<file path="config.mk">
export PLATFORM = sky130hd
export DESIGN_NAME = display_scan_mux8
export DESIGN_NICKNAME = d
export VERILOG_FILES = /design/src/rtl/display_scan_mux8.sv
export SDC_FILE = /design/constraint.sdc
export NUM_CORES = 1
export LEC_CHECK = 0
export BUFFER_PORTS_ARGS = -buffer_cell sky130_fd_sc_hd__buf_2
export CAP_MARGIN = 30
export CORE_ASPECT_RATIO = 0.6
export CORE_MARGIN = 10
export CORE_UTILIZATION = 40
export DETAILED_ROUTE_END_ITERATION = 10
export PLACE_DENSITY = 0.7
export SETUP_SLACK_MARGIN = 0.3
export SYNTH_ARGS = -nofsm -noshare
export SYNTH_HDL_FRONTEND = slang
export SYNTH_SLANG_ARGS = --single-unit
</file>
<file path="constraint.sdc">
create_clock -name clk -period 2 [get_ports clk]
set_input_delay 0.2 -clock clk [delete_from_list [all_inputs] [get_ports clk]]
set_output_delay 0.2 -clock clk [all_outputs]
set_load 0.02 [all_outputs]
</file>
<file path="src/rtl/display_scan_mux8.sv">
// 8-digit time-multiplexed LED scanner: per-digit registers, scan counter,
// 2:1 mux tree selection, active-low COM decode and a/g/d stroke decode.
module display_scan_mux8 #(
    parameter int SCAN_DIV = 1
) (
    input  logic        clk,
    input  logic        rst_n,
    input  logic [7:0]  ce,
    input  logic [31:0] din,
    output logic [2:0]  digit_sel,
    output logic [3:0]  digit_out,
    output logic [7:0]  com,
    output logic        seg_a,
    output logic        seg_g,
    output logic        seg_d
);

    localparam int PW = (SCAN_DIV > 1) ? $clog2(SCAN_DIV) : 1;
    localparam logic [PW-1:0] PMAX = PW'(SCAN_DIV - 1);

    logic [PW-1:0] presc_q, presc_d;
    logic [2:0]    cnt_q, cnt_d;
    logic [3:0]    dig_q [8];

    always_comb begin
        presc_d = presc_q + PW'(1);
        cnt_d   = cnt_q;
        if (presc_q == PMAX) begin
            presc_d = '0;
            cnt_d   = cnt_q + 3'd1;
        end
    end

    always_ff @(posedge clk or negedge rst_n) begin
        if (!rst_n) begin
            presc_q <= '0;
            cnt_q   <= '0;
        end else begin
            presc_q <= presc_d;
            cnt_q   <= cnt_d;
        end
    end

    for (genvar k = 0; k < 8; k++) begin : g_dig
        always_ff @(posedge clk or negedge rst_n) begin
            if (!rst_n) begin
                dig_q[k] <= 4'h0;
            end else if (ce[k]) begin
                dig_q[k] <= din[4*k +: 4];
            end
        end
    end

    function automatic logic [3:0] mux2(
        input logic [3:0] s0,
        input logic [3:0] s1,
        input logic       sel
    );
        return sel ? s1 : s0;
    endfunction

    // Layer 1 on Q0, layer 2 on Q1, layer 3 on Q2
    logic [3:0] l1 [4];
    logic [3:0] l2 [2];

    always_comb begin
        for (int i = 0; i < 4; i++) begin
            l1[i] = mux2(dig_q[2*i], dig_q[2*i+1], cnt_q[0]);
        end
        for (int i = 0; i < 2; i++) begin
            l2[i] = mux2(l1[2*i], l1[2*i+1], cnt_q[1]);
        end
        digit_out = mux2(l2[0], l2[1], cnt_q[2]);
    end

    assign digit_sel = cnt_q;
    assign com       = ~(8'b1 << cnt_q);
    assign seg_a     = (digit_out[1:0] == 2'b01);
    assign seg_g     = (digit_out[1:0] == 2'b10);
    assign seg_d     = (digit_out[1:0] == 2'b11);

endmodule

</file>
# After elaboration in Yosys (flattened, before gate mapping)
# Cells that the tools add are included.
dict set report op_classes {
  n_addsub 2
  shift 1
  eq_ne 3
  muxes 8
  bitwise 1
}
# cell count
set op_table {}
lappend op_table {{$mux 4} 7}
lappend op_table {{$not 8->8} 1}
lappend op_table {{$shl 1x3->8 const A} 1}
lappend op_table {{$eq 2x2->1 const B} 2}
lappend op_table {{$add 3x1->3 const B} 1}
lappend op_table {{$eq 2x1->1 const B} 1}
lappend op_table {{$add 1x1->1 const B} 1}
lappend op_table {{$mux 1} 1}
dict set report word_totals {
  regBits 36
  in_bits 42
  wordCells 25
}

# Logic depth before layout (Yosys ltp)
# Gate-level depths: netlist of the first run.
dict set report depth {
  depth_word 4
  depth_mapped 5
}

# Worst setup path after synthesis of the first run
# No wires, ideal clock.
dict set report synth_path {
  path_type {register to output}
  start {register cnt_q[0], in the netlist digit_sel[0]}
  end {output port seg_a}
  arrival_ps 1782
  n_path_buf 1
  stages_incl_launch_ff 6
  setup_slack_ps 18
  path_cell_list {dfrtp_1 -> buf_6 -> mux4_2 -> mux2i_4 -> inv_2 -> nor2_1}
}
dict set report synth_between {
  elab_chain_len 4
  word_cells_on_any_way 8
  classes_between {1 x eq/ne; 7 x mux}
}
# item line
set synth_rtl {}
lappend synth_rtl {{start, declared} 22} ;# logic [2:0] cnt_q, cnt_d;
lappend synth_rtl {{start signal, assigned} 40} ;# cnt_q <= cnt_d;
lappend synth_rtl {{$mux 4 (2 in a row)} 59} ;# return sel ? s1 : s0;
lappend synth_rtl {{$mux 4 (*)} 59}
lappend synth_rtl {{net digit_out[1]} 11} ;# output logic [3:0] digit_out,
lappend synth_rtl {{$eq 2x1->1 (*)} 78} ;# assign seg_a = (digit_out[1:0] == 2'b01);
lappend synth_rtl {{end, declared} 13} ;# output logic seg_a,
# Mark *: on every way through the listed nets, which the timed path passes. The rest lies on a longest branch.

# Worst setup path after layout of the first run
dict set report layout_path {
  start {register cnt_q[0], in the netlist digit_sel[0]}
  end {output port seg_g}
}
dict set report layout_between {
  elab_chain_len 4
  word_cells_on_any_way 8
  classes_between {1 x eq/ne; 7 x mux}
}
# item line
set layout_rtl {}
lappend layout_rtl {{$mux 4 (2 in a row)} 59}
lappend layout_rtl {{$mux 4 (*)} 59}
lappend layout_rtl {{$eq 2x2->1 (*)} 79} ;# assign seg_g = (digit_out[1:0] == 2'b10);
lappend layout_rtl {{end, declared} 14} ;# output logic seg_g,
# Mark *: on every way between the ends. The rest lies on a longest branch, timed or not.

==> results of run 1 <==
## metal layers
layer / global-route usage, % / vias to the layer above / routed length, µm / share of wire (%)
met5: 0 / - / 0 / 0
met4: 3.653 / 0 / 34 / 0.81
met3: 3.968 / 4 / 266 / 6.3
met2: 18.55 / 35 / 2078 / 50
met1: 13.80 / 553 / 1816 / 43
li1: - / 524 / - / -
## Yosys cell counts (2+ instances only)
library cell and n:
dfrtp_1 35, ha_1 6, inv_1 5, inv_2 2, mux2_2 32, mux2i_4 2
mux4_1 4, mux4_2 4, nand2_1 12, nor2_1 3
## sequential cells by signal (all words and copies together), names as in the netlist
| signal | count |
|---|---|
| digit_sel | 3 |
| dig_q | 32 |
## cells in the final DEF, fill, tap and decap left out
master | synthesis | final
inv_2 | 2 | 3
inv_1 | 5 | 4
buf_4 | 0 | 9
mux4_2 | 4 | 4
dfrtp_2 | 0 | 2
ha_2 | 0 | 1
dfrtp_1 | 35 | 33
clkinv_4 | 0 | 1
nand2_1 | 12 | 12
mux2i_4 | 2 | 2
clkinv_2 | 0 | 2
clkbuf_8 | 0 | 5
buf_2 | 0 | 51
nor2_4 | 0 | 2
buf_6 | 1 | 3
mux2_2 | 32 | 32
mux4_1 | 4 | 4
ha_1 | 6 | 5
bufinv_16 | 0 | 1
nor2_1 | 3 | 1
## stage by stage
step / instance area, µm² / instances / setup WS (ns) / utilization [%]
global placement: 2008 / 212 / 0.1924 / 52.45
global route: 2187 / 224 / -0.1030 / 57.12
floorplan: 1670 / 108 / 0.1965 / -
detailed placement: 2008 / 212 / 0.1084 / 52.45
CTS: 2161 / 222 / -0.05790 / 56.44
finish: 2187 / 224 / -0.03969 / 57.12
## layout make-up
cell class / instances / area, µm²
Inverter: 8 / 31.28
Fill cell: 309 / 1642
Timing Repair Buffer: 63 / 356.6
Clock buffer: 5 / 68.82
Clock inverter: 3 / 43.79
Multi-Input combinational cell: 63 / 749.5
Tap cell: 47 / 58.81
Sequential cell: 35 / 878.3
## repair_timing
item | CTS | global route
setup endpoints to repair | 11 | 15
pin swaps | 0 | 1
buffers inserted | 2 | 2
gates resized for setup | 9 | 6
## report_power, final
group	total, W	switching, W	internal (W)
registers	0.000817	0.0000446	0.000773
clock network	0.000636	0.000265	0.000371
logic	0.000243	0.000101	0.000142
## cells by family after synthesis
group / after synthesis
adders and majority gates: 6
DFF: 35
muxes: 42
and+or+nand+nor: 15
buffers and inverters: 10
## critical path: stages (launching register included)
cell and delay, ns:
dfrtp_2 0.47, mux4_2 0.55, mux2i_4 0.23, inv_2 0.08, nor2_4 0.09, buf_6 0.12
## path summary, 6_finish.rpt
check                      cells past startpoint                   start                     end  slack [ns]
max reg2reg                                    4  digit_sel[0]$_DFF_PN0_  digit_sel[2]$_DFF_PN0_        0.70
min reg2reg                                    1   dig_q[20]$_DFFE_PN0P_   dig_q[20]$_DFFE_PN0P_        0.51
min                                            1                   rst_n    dig_q[6]$_DFFE_PN0P_       -0.02
max                                            5  digit_sel[0]$_DFF_PN0_                   seg_g       -0.04
min in group clk                               2                 din[11]   dig_q[23]$_DFFE_PN0P_        0.14
max in group asynchronous                      1                   rst_n  digit_sel[1]$_DFF_PN0_        1.46
==> results.sh, run 1 <==
export IMPL_synthMuxAreaShare_pct=36.34
export IMPL_max_cap_viol_count=0
export IMPL_critPathKind="register to primary output"
export IMPL_clk_pin_slew_ns=0.07
export IMPL_rsz0062_at_grt="true"
export IMPL_synth_async_reset_ratio_pct=100.0
export IMPL_synth_simple_area_share_pct=3.407
export IMPL_yosysTopAreaCell="dfrtp_1"
export IMPL_fin_crit_sh_pct=102.0
export IMPL_hold_viol=22
export IMPL_dp_hpwl_um=3375
export IMPL_setup_viol_count_final=1
export IMPL_globalRouteTotalUtil_pct=11.46
export IMPL_grt_max_degree=36
export IMPL_grt_remaining_overflow=0
export IMPL_coreArea_um2=3829
export IMPL_syn_to_final_growth_pct=32.32
export IMPL_drive_gt1_share_pct=66.67
export IMPL_avgSynthCellArea_um2=15.30
export IMPL_synth_compound_area_share_pct=0
export IMPL_clockBufferDepth=2
export IMPL_synth_fa_ha_area_share_pct=4.542
export IMPL_cts_hold_buf=0
export IMPL_p_per_area_nw_per_um2=775.7
export IMPL_grt_pass1_wl_um=6368
export IMPL_finalWorstSetupSlack_ns=-0.03969
export IMPL_cts_root_buf="clkbuf_8"
export IMPL_cts_buffers=5
export IMPL_period_needed_ns=2.040
export IMPL_synth_ff_type="dfrtp_1"
export IMPL_dieHeight_um=69.79
export IMPL_nNetsFinal=224
export IMPL_yosysSeqAreaShare_pct=52.99
export IMPL_whs_ns=-0.01812
export IMPL_fin_skew_ns=0.0001703
export IMPL_tns_ns=-0.03969
export IMPL_cts_tree="yes"
export IMPL_relSlewSlack_pct=47.97
export IMPL_ir_drop_uv=483.2
export IMPL_syn_nets=156
export IMPL_ys_ff_latch=35
export IMPL_drtIter0Drc=59
export IMPL_critPathArrivalTime_ns=1.84
export IMPL_synth_xor_area_share_pct=0
export IMPL_power_total_w=0.001696
export IMPL_synth_area_um2=1653
export IMPL_netlist_area_leader_share_pct=52.99
export IMPL_clk_latency_ns=0.28
export IMPL_status="finished with violations"
export IMPL_synth_top_family_by_area="multiplexers"
export IMPL_synth_edf_count=0
export IMPL_initial_core_util_pct=43.17
export IMPL_cts_sinks=35
export IMPL_wire_per_inst_um=18.73
export IMPL_antenna_cells_inserted=0
export IMPL_grt_pass1_vias=1227
export IMPL_ios=60
export IMPL_vias=1116
export IMPL_min_path_type="input port to asynchronous set/reset pin"
export IMPL_via_per_inst=4.982
export IMPL_synth_top_cells_by_area="dfrtp_1 (53%), mux2_2 (22%), mux4_1 (6.4%), mux4_2 (5.5%), ha_1 (4.5%)"
export IMPL_ant_nets=0
export IMPL_firstDrtPassIters=4
export IMPL_antenna_found_initial=0
export IMPL_fp_row_count=17
export IMPL_worst_setup_path_start_kind="register"
export IMPL_critPathMaxFanout=7
export IMPL_syn_inst=108
export IMPL_port_buffers=59
export IMPL_htree_levels=2
export IMPL_cp_data_required_time_ns=1.80
export IMPL_fmax_ghz=0.4903
export IMPL_report_final_slew_viol_count=0
export IMPL_remaining_drc_errors=0
export IMPL_p_leak_nw=1.040
export IMPL_violations="negative hold slack, negative setup slack"
export IMPL_routed_wl_um=4195
export IMPL_die_area_um2=7187
export IMPL_end_kind="primary output"
export IMPL_dieWidth_um=103.0
export IMPL_yosys_warnings=0
export IMPL_gp_congestion=0.7351
export IMPL_synth_distinct_cells=13
export IMPL_worst_pin_slew_ns=0.7805
Power figures use the tool's default switching activity.
==> run 2, diff against run 1 <==
--- a/config.mk
+++ b/config.mk
@@ -8,10 +8,10 @@
 export BUFFER_PORTS_ARGS = -buffer_cell sky130_fd_sc_hd__buf_2
 export CAP_MARGIN = 30
 export CORE_ASPECT_RATIO = 0.6
-export CORE_MARGIN = 10
+export CORE_MARGIN = 2
 export CORE_UTILIZATION = 40
 export DETAILED_ROUTE_END_ITERATION = 10
-export PLACE_DENSITY = 0.7
+export PLACE_DENSITY = 0.74
 export SETUP_SLACK_MARGIN = 0.3
 export SYNTH_ARGS = -nofsm -noshare
 export SYNTH_HDL_FRONTEND = slang
==> constraint.sdc (replaced) <==
create_clock -name clk -period 2.25 [get_ports clk]
set_input_delay 0.225 -clock clk [delete_from_list [all_inputs] [get_ports clk]]
set_output_delay 0.225 -clock clk [all_outputs]
set_load 0.02 [all_outputs]
==> run 2 against run 1 <==
  * Combinational power fell by 13%
  * The flow now finishes without violations
  * Via count fell by 0.99%
  * Die area shrank 35%
  * Clock skew increased by 0.0011 ns
  * Worst setup slack gained 0.30 ns
==> results.sh, run 2 (synthesis gave the netlist of run 1 again) <==
export IMPL_tns_ns=0
export IMPL_fin_crit_sh_pct=88.47
export IMPL_antenna_found_initial=0
export IMPL_grt_remaining_overflow=0
export IMPL_ant_nets=0
export IMPL_r2r_setup_slack_ns=0.85
export IMPL_vias=1105
export IMPL_coreArea_um2=4031
export IMPL_routed_wl_um=3604
export IMPL_drtIter0Drc=42
export IMPL_end_kind="primary output"
export IMPL_cts_sinks=35
export IMPL_nNetsFinal=223
export IMPL_min_path_type="input port to asynchronous set/reset pin"
export IMPL_crit_chain="mux4_2 > mux2i_4 > buf_4 > nor2_4 > buf_6"
export IMPL_cts_buffers=5
export IMPL_largest_reg_flops=32
export IMPL_worst_pin_slew_ns=0.7670
export IMPL_globalRouteTotalUtil_pct=16.99
export IMPL_firstDrtPassIters=3
export IMPL_internal_power_w=0.001017
export IMPL_fmax_ghz=0.5024
export IMPL_port_buffers=59
export IMPL_final_fill_count=340
export IMPL_seq_power_share_pct=53.9
export IMPL_p_leak_nw=0.9952
export IMPL_cp_data_required_time_ns=2.03
export IMPL_critPathMaxFanout=5
export IMPL_sw_frac_of_total_pct=24.01
export IMPL_worstReg2RegEnd="digit_sel[2]$_DFF_PN0_"
export IMPL_status="completed"
export IMPL_critPathKind="register to primary output"
export IMPL_drive_gt1_share_pct=66.09
export IMPL_ios=60
export IMPL_dieWidth_um=86.99
export IMPL_remaining_drc_errors=0
export IMPL_r2r_start="digit_sel[0]$_DFF_PN0_"
export IMPL_clockBufferDepth=2
export IMPL_wire_per_inst_um=16.09
export IMPL_p_per_area_nw_per_um2=635.4
export IMPL_gp_congestion=0.7656
export IMPL_regMostFlops="dig_q"
export IMPL_p_sw_w=0.0003213
export IMPL_fin_util_pct=52.23
export IMPL_antenna_cells_inserted=0
export IMPL_cts_root_buf="clkbuf_8"
export IMPL_dp_hpwl_um=2810
export IMPL_cts_tree="yes"
export IMPL_fin_skew_ns=0.001276
export IMPL_worstRegToRegCells=5
export IMPL_critPathArrivalTime_ns=1.77
export IMPL_relSlewSlack_pct=48.87
export IMPL_cts_hold_buf=0
export IMPL_setup_viol_count_final=0
export IMPL_syn_to_final_growth_pct=27.40
export IMPL_fp_row_count=18
export IMPL_hold_viol=0
export IMPL_power_frac_clock_pct=30.3
export IMPL_report_final_slew_viol_count=0
export IMPL_whs_ns=0.01946
export IMPL_ir_drop_uv=357.8
export IMPL_via_per_inst=4.933
export IMPL_combPwrFrac_pct=15.8
export IMPL_worst_path_buf_inv=2
export IMPL_initial_core_util_pct=41.00
export IMPL_crit_family="multiplexers"
export IMPL_grt_max_degree=36
export IMPL_clk_latency_ns=0.28
export IMPL_max_cap_viol_count=0
export IMPL_mostFrequentLayoutCell="buf_2"
export IMPL_die_area_um2=4679
export IMPL_grt_pass1_wl_um=5589
export IMPL_layout_common_cells="buf_2 (56), dfrtp_1 (33), mux2_2 (32)"
export IMPL_period_needed_ns=1.991
export IMPL_rsz0062_at_grt="true"
export IMPL_worst_setup_path_start_kind="register"
export IMPL_grt_pass1_vias=1141
export IMPL_critPathSlowestCell="mux4_2"
export IMPL_cpPeakStageDelay_ns=0.55
export IMPL_htree_levels=2
export IMPL_dieHeight_um=53.79
export IMPL_clk_pin_slew_ns=0.06
-- run 2: final cells by class --
| class | count | area [µm²] | share of cell area (%) |
|---|---|---|---|
| Clock buffer | 6 | 72.57 | 3.446 |
| Inverter | 8 | 31.28 | 1.485 |
| Multi-Input combinational cell | 63 | 724.4 | 34.40 |
| Sequential cell | 35 | 878.3 | 41.71 |
| Tap cell | 50 | 62.56 | 2.971 |
| Timing Repair Buffer | 62 | 336.6 | 15.98 |
-- run 2: power groups by stage --
stage / combinational (W) / sequential [W] / clock [W]
final: 0.000211 / 0.000722 / 0.000405
after global placement: 0.000193 / 0.000728 / 0
after global routing: 0.000229 / 0.000727 / 0.000446
after floorplan: 0.000121 / 0.000715 / 0
after detailed placement: 0.000202 / 0.000730 / 0
after CTS: 0.000209 / 0.000721 / 0.000419
-- run 2: through the flow --
step	instance area, µm²	cells	total power, W	worst slack [ns]
after floorplan	1653	108	0.0008367	0.2430
after global placement	2003	216	0.0009212	0.4412
after detailed placement	2003	216	0.0009324	0.4044
after CTS	2096	223	0.001349	0.2267
after global routing	2106	224	0.001402	0.1744
final	2106	224	0.001338	0.2594
-- run 2: what timing repair did --
item,CTS,global route
gates resized for setup,12,3
pin swaps,1,0
buffers inserted,1,1
endpoints found under the setup margin,7,7
endpoints found under the hold margin,0,0
-- run 2: metal layers --
| layer | wire length (µm) | vias up | share of wire (%) | global-route usage (%) |
|---|---|---|---|---|
| met5 | 0 | - | 0 | 0 |
| met4 | 44 | 0 | 1.2 | 7.813 |
| met3 | 192 | 4 | 5.3 | 4.141 |
| met2 | 1625 | 35 | 45 | 26.72 |
| met1 | 1742 | 554 | 48 | 22.71 |
| li1 | - | 512 | - | - |
-- run 2: how the worst max path moves through the flow --
stage | slack, ns | end | startpoint | cells past startpoint
4_1_cts | 0.23 | seg_a | digit_sel[0]$_DFF_PN0_ | 5
3_5_place_dp | 0.40 | seg_g | digit_sel[0]$_DFF_PN0_ | 5
3_3_place_gp | 0.44 | seg_g | digit_sel[0]$_DFF_PN0_ | 5
6_report | 0.26 | seg_g | digit_sel[0]$_DFF_PN0_ | 5
5_1_grt | 0.17 | seg_g | digit_sel[0]$_DFF_PN0_ | 5
2_1_floorplan | 0.24 | seg_a | digit_sel[0]$_DFF_PN0_ | 5
